## src/rtl/uart_cfg_rx_if.sv

```systemverilog
// rtl/uart_cfg_rx_if.sv - signal bundle between a UART configuration receiver and its user
//
// rx_in     : asynchronous serial line into the receiver, idles high
// par_out   : committed parameter words, word k at [k*DATA_W +: DATA_W]
// upd       : one-cycle strobe after a full packet is committed
// frame_err : one-cycle strobe after a bad stop bit
// timeout   : one-cycle strobe after a stalled packet is abandoned
// busy      : receiver is mid-character or holds a partial packet
interface uart_cfg_rx_if #(
    parameter int DATA_W  = 8,
    parameter int PAR_NUM = 6
);
    logic                        rx_in;
    logic [PAR_NUM*DATA_W-1:0]   par_out;
    logic                        upd;
    logic                        frame_err;
    logic                        timeout;
    logic                        busy;

    modport master (
        output rx_in,
        input  par_out,
        input  upd,
        input  frame_err,
        input  timeout,
        input  busy
    );

    modport slave (
        input  rx_in,
        output par_out,
        output upd,
        output frame_err,
        output timeout,
        output busy
    );
endinterface

```

## src/rtl/uart_cfg_rx.sv

```systemverilog
// rtl/uart_cfg_rx.sv - UART receiver that assembles PAR_NUM characters into a committed parameter packet
//
// clk   : system clock, rising edge
// rst_n : synchronous active-low reset
// bus   : uart_cfg_rx_if slave side (rx_in in; par_out, upd, frame_err, timeout, busy out)
//
// Characters are 8N1-style (one start bit, DATA_W data bits MSB first, one stop bit).
// The first character of a packet lands in the top word, the last in word 0.
// Words are staged privately and copied to par_out only when the last one arrives.
module uart_cfg_rx #(
    parameter int                DATA_W       = 8,
    parameter int                PAR_NUM      = 6,
    parameter int                BIT_CLKS     = 16,
    parameter int                TIMEOUT_BITS = 32,
    parameter logic [DATA_W-1:0] RESET_VAL    = '0
) (
    input  logic         clk,
    input  logic         rst_n,
    uart_cfg_rx_if.slave bus
);
    localparam int HALF_CLKS = BIT_CLKS / 2;
    localparam int TO_CLKS   = TIMEOUT_BITS * BIT_CLKS;
    localparam int CNT_W     = $clog2(BIT_CLKS) + 1;
    localparam int BIT_W     = $clog2(DATA_W) + 1;
    localparam int IDX_W     = $clog2(PAR_NUM) + 1;
    localparam int IDLE_W    = $clog2(TO_CLKS) + 1;

    localparam logic [CNT_W-1:0]  CNT_HALF_LAST = CNT_W'(HALF_CLKS - 1);
    localparam logic [CNT_W-1:0]  CNT_BIT_LAST  = CNT_W'(BIT_CLKS - 1);
    localparam logic [CNT_W-1:0]  CNT_ONE       = CNT_W'(1);
    localparam logic [BIT_W-1:0]  BIT_LAST      = BIT_W'(DATA_W - 1);
    localparam logic [BIT_W-1:0]  BIT_ONE       = BIT_W'(1);
    localparam logic [IDX_W-1:0]  IDX_LAST      = IDX_W'(PAR_NUM - 1);
    localparam logic [IDX_W-1:0]  IDX_ONE       = IDX_W'(1);
    localparam logic [IDLE_W-1:0] IDLE_LAST     = IDLE_W'(TO_CLKS - 1);
    localparam logic [IDLE_W-1:0] IDLE_ONE      = IDLE_W'(1);

    typedef enum logic [1:0] {
        S_IDLE,
        S_START,
        S_DATA,
        S_STOP
    } state_t;

    state_t              state, state_n;
    logic [CNT_W-1:0]    cnt, cnt_n;
    logic [BIT_W-1:0]    bits, bits_n;
    logic [IDLE_W-1:0]   idle_cnt, idle_n;

    logic                rx_m, rx_s, rx_d;
    logic                fall;

    logic [IDX_W-1:0]    idx;
    logic [DATA_W-1:0]   chr;
    logic [DATA_W-1:0]   stage [PAR_NUM];
    logic [DATA_W-1:0]   par_q [PAR_NUM];
    logic                upd_q, ferr_q, tout_q;

    logic                ev_shift, ev_stop_ok, ev_ferr, ev_tout;

    // Two flops resolve metastability; rx_d only exists to find the falling edge.
    // All three reset high so a line that is low out of reset looks like a start,
    // while a line that stays high does not.
    always_ff @(posedge clk) begin
        if (!rst_n) begin
            rx_m <= 1'b1;
            rx_s <= 1'b1;
            rx_d <= 1'b1;
        end else begin
            rx_m <= bus.rx_in;
            rx_s <= rx_m;
            rx_d <= rx_s;
        end
    end

    // A stop-bit error leaves rx_s low; no new edge is produced until the line
    // has returned high, which is what keeps a broken frame from re-triggering.
    assign fall = rx_d & ~rx_s;

    always_ff @(posedge clk) begin
        if (!rst_n) begin
            state    <= S_IDLE;
            cnt      <= '0;
            bits     <= '0;
            idle_cnt <= '0;
        end else begin
            state    <= state_n;
            cnt      <= cnt_n;
            bits     <= bits_n;
            idle_cnt <= idle_n;
        end
    end

    always_comb begin
        state_n    = state;
        cnt_n      = cnt;
        bits_n     = bits;
        idle_n     = idle_cnt;
        ev_shift   = 1'b0;
        ev_stop_ok = 1'b0;
        ev_ferr    = 1'b0;
        ev_tout    = 1'b0;

        case (state)
            S_IDLE: begin
                cnt_n  = '0;
                bits_n = '0;
                // A start edge wins over a timeout landing in the same cycle,
                // so the new character continues the current packet.
                if (fall) begin
                    state_n = S_START;
                    idle_n  = '0;
                end else if (idx != '0) begin
                    if (idle_cnt == IDLE_LAST) begin
                        ev_tout = 1'b1;
                        idle_n  = '0;
                    end else begin
                        idle_n = idle_cnt + IDLE_ONE;
                    end
                end else begin
                    idle_n = '0;
                end
            end

            S_START: begin
                if (cnt == CNT_HALF_LAST) begin
                    cnt_n = '0;
                    // High at the centre of the start bit means it was a glitch.
                    state_n = rx_s ? S_IDLE : S_DATA;
                end else begin
                    cnt_n = cnt + CNT_ONE;
                end
            end

            S_DATA: begin
                if (cnt == CNT_BIT_LAST) begin
                    cnt_n    = '0;
                    ev_shift = 1'b1;
                    if (bits == BIT_LAST) begin
                        bits_n  = '0;
                        state_n = S_STOP;
                    end else begin
                        bits_n = bits + BIT_ONE;
                    end
                end else begin
                    cnt_n = cnt + CNT_ONE;
                end
            end

            S_STOP: begin
                if (cnt == CNT_BIT_LAST) begin
                    cnt_n   = '0;
                    state_n = S_IDLE;
                    if (rx_s) begin
                        ev_stop_ok = 1'b1;
                    end else begin
                        ev_ferr = 1'b1;
                    end
                end else begin
                    cnt_n = cnt + CNT_ONE;
                end
            end

            default: begin
                state_n = S_IDLE;
            end
        endcase
    end

    always_ff @(posedge clk) begin
        if (!rst_n) begin
            idx    <= '0;
            chr    <= '0;
            upd_q  <= 1'b0;
            ferr_q <= 1'b0;
            tout_q <= 1'b0;
            for (int k = 0; k < PAR_NUM; k++) begin
                stage[k] <= RESET_VAL;
                par_q[k] <= RESET_VAL;
            end
        end else begin
            upd_q  <= 1'b0;
            ferr_q <= 1'b0;
            tout_q <= 1'b0;

            if (ev_shift) begin
                chr <= {chr[DATA_W-2:0], rx_s};
            end

            if (ev_stop_ok) begin
                for (int k = 0; k < PAR_NUM; k++) begin
                    if (idx == IDX_W'(PAR_NUM - 1 - k)) begin
                        stage[k] <= chr;
                    end
                end
                if (idx == IDX_LAST) begin
                    // Last character goes to word 0; it bypasses staging so the
                    // whole packet becomes visible on a single edge.
                    for (int k = 0; k < PAR_NUM; k++) begin
                        par_q[k] <= (k == 0) ? chr : stage[k];
                    end
                    idx   <= '0;
                    upd_q <= 1'b1;
                end else begin
                    idx <= idx + IDX_ONE;
                end
            end

            if (ev_ferr) begin
                ferr_q <= 1'b1;
                idx    <= '0;
                for (int k = 0; k < PAR_NUM; k++) begin
                    stage[k] <= RESET_VAL;
                end
            end

            // par_out is deliberately left alone: the last good packet stays valid.
            if (ev_tout) begin
                tout_q <= 1'b1;
                idx    <= '0;
            end
        end
    end

    for (genvar g = 0; g < PAR_NUM; g++) begin : g_par
        assign bus.par_out[g*DATA_W +: DATA_W] = par_q[g];
    end

    assign bus.upd       = upd_q;
    assign bus.frame_err = ferr_q;
    assign bus.timeout   = tout_q;
    assign bus.busy      = (state != S_IDLE) || (idx != '0);
endmodule

```

## src/flat_wrapper.sv

```systemverilog
// flat-port wrapper written by rule: the top's interface ports become plain ports
module uart_cfg_rx_flat 
#(
    parameter int                DATA_W       = 8,
    parameter int                PAR_NUM      = 6,
    parameter int                BIT_CLKS     = 16,
    parameter int                TIMEOUT_BITS = 32,
    parameter logic [DATA_W-1:0] RESET_VAL    = '0
)
  (clk, rst_n, bus_rx_in, bus_par_out, bus_upd, bus_frame_err, bus_timeout, bus_busy);
  uart_cfg_rx_if #(.DATA_W(DATA_W), .PAR_NUM(PAR_NUM)) bus_i ();
  input  logic clk;
  input  logic rst_n;
  input wire logic [$bits(bus_i.rx_in)-1:0] bus_rx_in;
  output wire logic [$bits(bus_i.par_out)-1:0] bus_par_out;
  output wire logic [$bits(bus_i.upd)-1:0] bus_upd;
  output wire logic [$bits(bus_i.frame_err)-1:0] bus_frame_err;
  output wire logic [$bits(bus_i.timeout)-1:0] bus_timeout;
  output wire logic [$bits(bus_i.busy)-1:0] bus_busy;
  assign bus_i.rx_in = bus_rx_in;
  assign bus_par_out = bus_i.par_out;
  assign bus_upd = bus_i.upd;
  assign bus_frame_err = bus_i.frame_err;
  assign bus_timeout = bus_i.timeout;
  assign bus_busy = bus_i.busy;
  uart_cfg_rx #(.DATA_W(DATA_W), .PAR_NUM(PAR_NUM), .BIT_CLKS(BIT_CLKS), .TIMEOUT_BITS(TIMEOUT_BITS), .RESET_VAL(RESET_VAL)) u_core (.clk(clk), .rst_n(rst_n), .bus(bus_i));
endmodule
```

## config.mk

```make
export PLATFORM = sky130hd
export DESIGN_NAME = uart_cfg_rx_flat
export DESIGN_NICKNAME = d
export VERILOG_FILES = /design/src/rtl/uart_cfg_rx_if.sv /design/src/rtl/uart_cfg_rx.sv /design/src/flat_wrapper.sv
export SDC_FILE = /design/constraint.sdc
export NUM_CORES = 1
export LEC_CHECK = 0
export CAP_MARGIN = 20
export CORE_ASPECT_RATIO = 0.75
export CORE_MARGIN = 3
export CORE_UTILIZATION = 34
export DETAILED_ROUTE_END_ITERATION = 6
export PLACE_DENSITY = 0.49
export SLEW_MARGIN = 20
export SYNTH_ARGS = -nofsm -noshare
export SYNTH_HDL_FRONTEND = slang
export SYNTH_SLANG_ARGS = --single-unit
export TNS_END_PERCENT = 10
```

## constraint.sdc

```tcl
create_clock -name clk -period 6 [get_ports clk]
set_input_delay 1.2 -clock clk [delete_from_list [all_inputs] [get_ports clk]]
set_output_delay 1.2 -clock clk [all_outputs]
set_load 0.01 [all_outputs]
```

# Yosys cells after proc, flatten, opt, wreduce, memory -nomap -nowiden

Memories as Yosys holds them, arrays and structs flattened.
Index checks and enable logic that the tools add are counted.

RAM bits: 96
Flip-flop bits (word level): 39
Memories: 2
Logic and storage cells: 142
Output and inout bits: 52
Input bits: 3

Muxes and demuxes: 76
Eq/ne operators: 17
$add $sub $neg: 4
Bitwise logic cells: 21
Reductions and logical operators: 10

Memory list:

| memory       | words | bits a word | rd ports | clocked after memory_dff | wr ports | RTL line          | source |
|---|---|---|---|---|---|---|---|
| u_core.par_q | 6     | 8           | 6        | 0                        | 6        | uart_cfg_rx.sv:56 | `logic [DATA_W-1:0] par_q [PAR_NUM];` |
| u_core.stage | 6     | 8           | 5        | 0                        | 6        | uart_cfg_rx.sv:55 | `logic [DATA_W-1:0] stage [PAR_NUM];` |

Operators with widths:

| kind                                                  | number |
|---|---|
| two-way mux 8 bit                                     | 18 |
| two-way mux 1 bit                                     | 41 |
| two-way mux 10 bit                                    | 3 |
| OR 1 bit                                              | 18 |
| case mux 5 bit (3 select lines)                       | 1 |
| equality test 4 x 3 -> 1 bit, second input constant   | 3 |
| two-way mux 2 bit                                     | 6 |
| two-way mux 4 bit                                     | 3 |
| adder 10 x 1 -> 10 bit, second input constant         | 1 |
| equality test 10 x 9 -> 1 bit, second input constant  | 1 |
| two-way mux 5 bit                                     | 2 |
| inequality test 2 x 1 -> 1 bit, second input constant | 5 |
| adder 4 x 1 -> 4 bit, second input constant           | 2 |
| equality test 4 x 2 -> 1 bit, second input constant   | 2 |
| case mux 2 bit (4 select lines)                       | 1 |
| case mux 4 bit (2 select lines)                       | 1 |
| adder 5 x 1 -> 5 bit, second input constant           | 1 |
| equality test 5 x 3 -> 1 bit, second input constant   | 1 |
| equality test 5 x 4 -> 1 bit, second input constant   | 1 |
| AND reduction 5 bit                                   | 1 |
| equality test 2 bit, second input constant            | 2 |
| equality test 4 x 1 -> 1 bit, second input constant   | 1 |
| logical NOT 4 bit                                     | 1 |
| nonzero test 2 bit                                    | 2 |
| other kinds (9)                                       | 10 |

# Logic depth before layout (Yosys ltp)

Gate-level depths: netlist of run 1.

Word-level depth: 8
Mapped depth: 10
Depth with buffers taken out: 7

# Worst setup path after synthesis of run 1

OpenSTA, ideal clock, no wires.

Path type: register -> register
Start point: register u_core.cnt[0]
End point: memory u_core.par_q[0][0] (enable)
Path slack: 0.718 ns
Arrival time: 4.762 ns
Path buffers: 1
Stages on the path, launching flop included: 8
Period minus slack after synthesis: 5.282 ns
Library setup time: 0.520 ns
Required time: 5.480 ns
Cells stage by stage: dfxtp_1 ha_1 and3_1 ha_1 and4_1 buf_4 nand2_4 o21ai_0

RTL lines:

| element                | RTL line          | source |
|---|---|---|
| start, declared        | uart_cfg_rx.sv:46 | `logic [CNT_W-1:0] cnt, cnt_n;` |
| start signal, assigned | uart_cfg_rx.sv:88 | `cnt <= cnt_n;` |
| end, declared          | uart_cfg_rx.sv:56 |  |

# Worst setup path in the final report of run 1

Start point: register u_core.idx[1]
End point: output port bus_busy

Longest elaborated chain between the ends: 2

Ends and longest elaborated chain:

| element                | RTL line           | source |
|---|---|---|
| start, declared        | uart_cfg_rx.sv:53  | `logic [IDX_W-1:0] idx;` |
| start signal, assigned | uart_cfg_rx.sv:205 | `idx <= idx + IDX_ONE;` |
| nonzero test 4 bit     | uart_cfg_rx.sv:232 | `assign bus.busy = (state != S_IDLE) \|\| (idx != '0);` |
| logical OR 1 bit       | uart_cfg_rx.sv:232 |  |
| end, declared          | flat_wrapper.sv:19 | `output wire logic [$bits(bus_i.busy)-1:0] bus_busy;` |

Every way passes these cells.

==> results.cfg, run 1 <==
[run_status]
status = finished, final reports clean

[finish]
areaGrowthSynthToFinish_pct = 27.0
fillers = 1349
diodes = 0
drive_gt1_share_pct = 7.10
fin_util_pct = 44.3
layout.nets = 475

[yosys]
synthArstFlopShare_pct = 0
ys_seq_area_share_pct = 67.5
syn_inst = 405
netlist_area_sq_um = 5070
ys_seq_elements = 127
synthFlopType = edfxtp_1
synth_cell_type_count = 46
synth_nets = 414
synth-edff-count = 88
synth_area_per_cell_sq_um = 12.5
synth_warnings = 0

[detailed_routing]
drcViolationCount = 0
detail-route-antenna-nets = 0
routed_wl_mm = 9.77
drt_iter0_markers = 144
firstDrtPassIters = 4
viasPerCell = 4.53
wl_per_cell_microns = 14.4
via_count = 3077

[min_path]
min_from = u_core.rx_m
holdPathStages = 1
hold_path_class = register to register
min_to = u_core.rx_s

[sta]
finalSetupTns_ns = 0
hold-worst-slack_ns = 0.422
grt_setup_unrepaired = no
clock_skew_ns = 0.00845
slew_violations = 0
fin_crit_sh_pct = 53.6
layout_setup_ws_ns = 2.78
final-hold-violation-count = 0
clock.fmax_mhz = 311
setup_viol = 0
slew_headroom_pct = 42.1
period_minus_slack_ns = 3.22
worst-slew-pin-transition_ns = 0.861

[critical_path]
reg2reg_depth = 7
path_class = register to primary output
crit_family = simple AND/OR/NAND/NOR gates
r2r_start = u_core.cnt[0]
setup.worst_path.start_class = register
end_kind = primary output
cp_cell_sequence = nor4_1 > nand2_1 > clkdlybuf4s50_1
worstSetupStartpoint = u_core.idx[1]
arrival_ns = 2.02
cp.required_ns = 4.80
critPathMaxFanout = 12
cp_slowest_cell = nor4_1
reg2reg_slack_ns = 3.13
worstReg2RegEnd = u_core.stage[3][0]
worst-path-buf-inv = 1
cp_slowest_stage_delay_ns = 0.53

[job]
drv_cap = 0

[die]
die-width_microns = 147
boundaryPins = 55
die_area_sq_um = 16400
initial_core_util_pct = 34.9
die_h_microns = 112
core-area_sq_um = 14500
rows = 38

[placement]
pre_cts_ws_ns = 2.76
hpwl_mm = 6.57
io_buffer_count = 54
gp_congestion = 0.793

[power]
p_int_w = 0.00173
power_leakage_nw = 2.29
irDropWorstVdd_v = 0.000191
power_frac_seq_pct = 45.8
power_density_nw_per_um2 = 331
power_frac_clock_pct = 50.8
p_sw_w = 0.000406
swShare_pct = 19.0
comb_power_share_pct = 3.4

[clock_network]
cts_max_path_buffers = 2
cts_resized = 0
cts_buffers = 17
ctsRootBufferMaster = clkbuf_16
cts.htree.levels = 4
cts_tree = yes
numClockSinks = 127
clkLatencyLatePin_ns = 0.41
cts_hold_buf = 0
cts_post_setup_buffers_inserted = 0
cts.clk_slew.worst_paths_ns = 0.05

[global_route]
grt-ovfl-total = 0
grt_max_degree = 49
grt_pass1_wl_mm = 16.2
grt_pass1_vias = 3053
grt_antenna_before_repair = 0
grtUsageTotal_pct = 12.8
==> metal layers <==
layer  track usage [%]  part of all wire (%)
met1              18.4                    52
met2              17.4                    41
met3              4.19                   4.7
met4              5.96                   1.9
met5                 0                     0
==> sequential cells by signal, indices dropped and copies added (netlist names), named ones only <==
signal,flops
u_core.idle_cnt,10
u_core.state,1
u_core.bits,4
u_core.idx,4
u_core.bus.frame_err,1
u_core.bus.timeout,1
u_core.rx_m,1
u_core.stage,40
u_core.rx_s,1
u_core.chr,8
u_core.cnt,5
u_core.bus.upd,1
u_core.rx_d,1
u_core.par_q,48
==> cell families (layout without fill, tap and decap cells) <==
| family | after synthesis | after routing | share of synthesized area (%) |
|---|---|---|---|
| XOR/XNOR | 6 | 6 | 1.04 |
| flip-flops | 127 | 127 | 67.5 |
| multiplexers | 8 | 8 | 1.58 |
| AND/OR/NAND/NOR | 192 | 192 | 20.9 |
| buffers and inverters | 24 | 98 | 2.22 |
| adder cells (fa/ha/maj) | 6 | 6 | 1.48 |
| AO/OA/AOI/OAI | 42 | 42 | 5.35 |
==> per-stage QoR <==
| step | power, W | std cells | cell area, sq um |
|---|---|---|---|
| after CTS | 0.00217 | 679 | 6440 |
| after global routing | 0.00221 | 679 | 6440 |
| final | 0.00214 | 679 | 6440 |
| after detailed placement | 0.00107 | 647 | 5820 |
| after floorplan | 0.00102 | 405 | 5070 |
| after global placement | 0.00107 | 647 | 5820 |
==> synthesized netlist by cell type, drive strengths merged (3+ instances only) <==
library cell	n	share of area, %
dfxtp	39	15
a22o	3	0.52
nor2b	14	1.7
o21ai	16	1.6
a21o	4	0.59
nor3	5	0.49
ha	6	1.5
a21oi	4	0.39
nor2	46	3.4
nand2	25	2.0
a21boi	3	0.44
inv	9	0.67
nand3b	3	0.44
xnor2	5	0.86
nand3	8	0.79
nor3b	6	0.89
clkbuf	10	0.79
nand2b	5	0.62
buf	5	0.76
o21a	4	0.59
and3	4	0.49
nor4	4	0.79
nand4	5	0.74
mux2i	8	1.6
and2	60	7.4
edfxtp	88	52
==> how the worst max path moves through the flow <==
stage | endpoint | slack, ns | cells past startpoint
finish | bus_busy | 2.78 | 3
floorplan | u_core.par_q[0][0] | 0.72 | 7
global route | bus_busy | 2.61 | 3
global placement | u_core.stage[3][0] | 2.82 | 5
detailed placement | u_core.stage[2][6] | 2.76 | 5
CTS | bus_busy | 2.75 | 3
==> worst reg2reg max path, stage by stage, from the launching register on <==
cell     delay [ns]
dfxtp_1        0.35
ha_1           0.21
and3_1         0.23
ha_1           0.27
and4_1         0.42
nor3b_1        0.33
nand3_1        0.33
nand2_1        0.39
==> placed cells by master (no fill, tap or decap), drive strengths merged, types with 5 or more instances in the layout <==
| master | n |
|---|---|
| and2 | 60 |
| bufinv | 5 |
| clkbuf | 18 |
| clkdlybuf4s50 | 54 |
| clkinv | 7 |
| dfxtp | 39 |
| edfxtp | 88 |
| ha | 6 |
| inv | 10 |
| mux2i | 8 |
| nand2 | 25 |
| nand2b | 5 |
| nand3 | 8 |
| nand4 | 5 |
| nor2 | 46 |
| nor2b | 14 |
| nor3 | 5 |
| nor3b | 6 |
| o21ai | 16 |
| xnor2 | 5 |
==> power by group through the flow <==
stage	Combinational (W)	Clock [W]	Sequential, W
after global routing	0.0000775	0.00115	0.000982
after global placement	0.0000729	0	0.000996
after floorplan	0.0000208	0	0.00100
after detailed placement	0.0000736	0	0.000997
after CTS	0.0000739	0.00111	0.000979
final	0.0000723	0.00109	0.000978
==> cell type report <==
cell class | count | area (sq um) | area share [%]
Clock buffer | 18 | 429 | 6.66
Clock inverter | 14 | 195 | 3.03
Inverter | 9 | 33.8 | 0.524
Multi-Input combinational cell | 254 | 1550 | 24.1
Sequential cell | 127 | 3420 | 53.1
Tap cell | 200 | 250 | 3.88
Timing Repair Buffer | 57 | 563 | 8.74
No activity file was read; power rests on OpenSTA's default activity.
==> inputs of run 2 (changes only) <==
clock period = 3.2 ns   (was 6 ns; I/O delays follow)
==> results.cfg, run 2 (synthesis results as in run 1) <==
[sta]
fin_crit_sh_pct = 84.6
finalSetupTns_ns = 0
clock.fmax_mhz = 369
clock_skew_ns = 0.00990
period_minus_slack_ns = 2.71
slew_headroom_pct = 43.1
layout_setup_ws_ns = 0.492
slew_violations = 0
setup_viol = 0
worst-slew-pin-transition_ns = 0.846
grt_setup_unrepaired = no
final-hold-violation-count = 0

[die]
die_h_microns = 112
initial_core_util_pct = 34.9
boundaryPins = 55
rows = 38
die_area_sq_um = 16400
die-width_microns = 147
core-area_sq_um = 14500

[critical_path]
cp-endpoint = u_core.stage[3][2]
end_kind = register
reg2reg_slack_ns = 0.49
path_class = register to register
arrival_ns = 2.78
cp.required_ns = 3.27
worstReg2RegEnd = u_core.stage[3][2]
worstSetupStartpoint = u_core.cnt[0]
reg2reg_depth = 7
r2r_start = u_core.cnt[0]
critPathMaxFanout = 9
setup.worst_path.start_class = register

[global_route]
grt_pass1_wl_mm = 16.1
grt_pass1_vias = 3009
grtUsageTotal_pct = 12.5
grt-ovfl-total = 0
grt_antenna_before_repair = 0
grt_max_degree = 50

[finish]
largest_register_ffs = 48
mostFrequentLayoutCell = edfxtp_1
design_area_sq_um = 6390
drive_gt1_share_pct = 8.32
areaGrowthSynthToFinish_pct = 25.9
layout_common_cells = edfxtp_1, and2_1, clkdlybuf4s50_1, nor2_1, dfxtp_1
fillers = 1367
diodes = 0
layout.cells.non_filler = 681
largest_register = u_core.par_q
reg_top3 = u_core.par_q (48), u_core.stage (40), u_core.idle_cnt (10)
layout.nets = 477

[clock_network]
ctsRootBufferMaster = clkbuf_16
cts_buffers = 17
cts.clk_slew.worst_paths_ns = 0.06
numClockSinks = 127
cts.htree.levels = 4
cts_max_path_buffers = 2
cts_tree = yes
clkLatencyLatePin_ns = 0.40
cts_hold_buf = 0
cts_resized = 0
cts_post_setup_buffers_inserted = 0

[placement]
io_buffer_count = 54
hpwl_mm = 6.44
numPlacedInstances = 649
pre_cts_ws_ns = 0.486
gp_congestion = 0.760
placed_cell_area_sq_um = 5850

[detailed_routing]
wl_met2_mm = 4.13
viasPerCell = 4.54
firstDrtPassIters = 4
top_layer = met4
routed_wl_mm = 9.67
drcViolationCount = 0
via_count = 3094
wl_per_cell_microns = 14.2
drt_iter0_markers = 139
wl_met1_mm = 5.01
wl_met3_microns = 475
detail-route-antenna-nets = 0

[power]
swShare_pct = 20.7
comb_power_share_pct = 3.7
power_frac_seq_pct = 49.2
power_density_nw_per_um2 = 583
p_sw_w = 0.000772
finalPower_w = 0.00372
irDropWorstVdd_v = 0.000355
power_leakage_nw = 2.28
power_frac_clock_pct = 47.1
p_int_w = 0.00295

[run_status]
status = finished, final reports clean

[job]
drv_cap = 0

[min_path]
hold_path_class = register to register
run 2: changes by cell type in the layout (fill, tap and decap cells not counted), sizes merged:
cell / change
bufinv: -5
clkinv: -3
inv: +3
buf: +2
clkbuf: +5
run 2: worst min path at each step:
| stage | slack [ns] | start | to | cells after the start |
|---|---|---|---|---|
| finish | 0.41 | u_core.rx_m | u_core.rx_s | 1 |
| detailed placement | 0.41 | u_core.rx_m | u_core.rx_s | 1 |
| global placement | 0.40 | u_core.rx_m | u_core.rx_s | 1 |
| global route | 0.43 | u_core.rx_m | u_core.rx_s | 1 |
| floorplan | 0.39 | u_core.rx_m | u_core.rx_s | 1 |
| CTS | 0.42 | u_core.rx_m | u_core.rx_s | 1 |
run 2: per-layer routing:
layer	track usage (%)	up-vias
met1	18.4	1476
li1	-	1562
met5	0	-
met3	3.99	5
met4	4.28	0
met2	17.2	51
run 2: cell type report:
class	instances	area [sq um]	area share, %
Inverter	9	33.8	0.529
Multi-Input combinational cell	254	1550	24.3
Sequential cell	127	3420	53.6
Tap cell	200	250	3.92
Clock inverter	9	56.3	0.881
Clock buffer	23	487	7.62
Timing Repair Buffer	59	591	9.24
run 2: worst max-delay path: stages (launching register included):
cell	delay, ns
dfxtp_1	0.35
ha_1	0.20
and3_1	0.22
ha_1	0.26
and4_1	0.40
nor3b_1	0.27
nand3_1	0.29
nand2_1	0.38
run 2: power groups by stage:
| stage | clock [W] | sequential [W] | combinational [W] |
|---|---|---|---|
| after CTS | 0.00180 | 0.00183 | 0.000141 |
| after floorplan | 0 | 0.00188 | 0.0000394 |
| after detailed placement | 0 | 0.00187 | 0.000141 |
| after global placement | 0 | 0.00187 | 0.000139 |
| after global routing | 0.00188 | 0.00184 | 0.000148 |
| final | 0.00175 | 0.00183 | 0.000139 |
run 2: through the flow:
step / hold WS, ns / utilization [%]
finish: 0.412 / 43.9
global route: 0.434 / 43.9
CTS: 0.419 / 43.9
detailed placement: 0.406 / 40.2
global placement: 0.399 / 40.2
floorplan: 0.386 / -
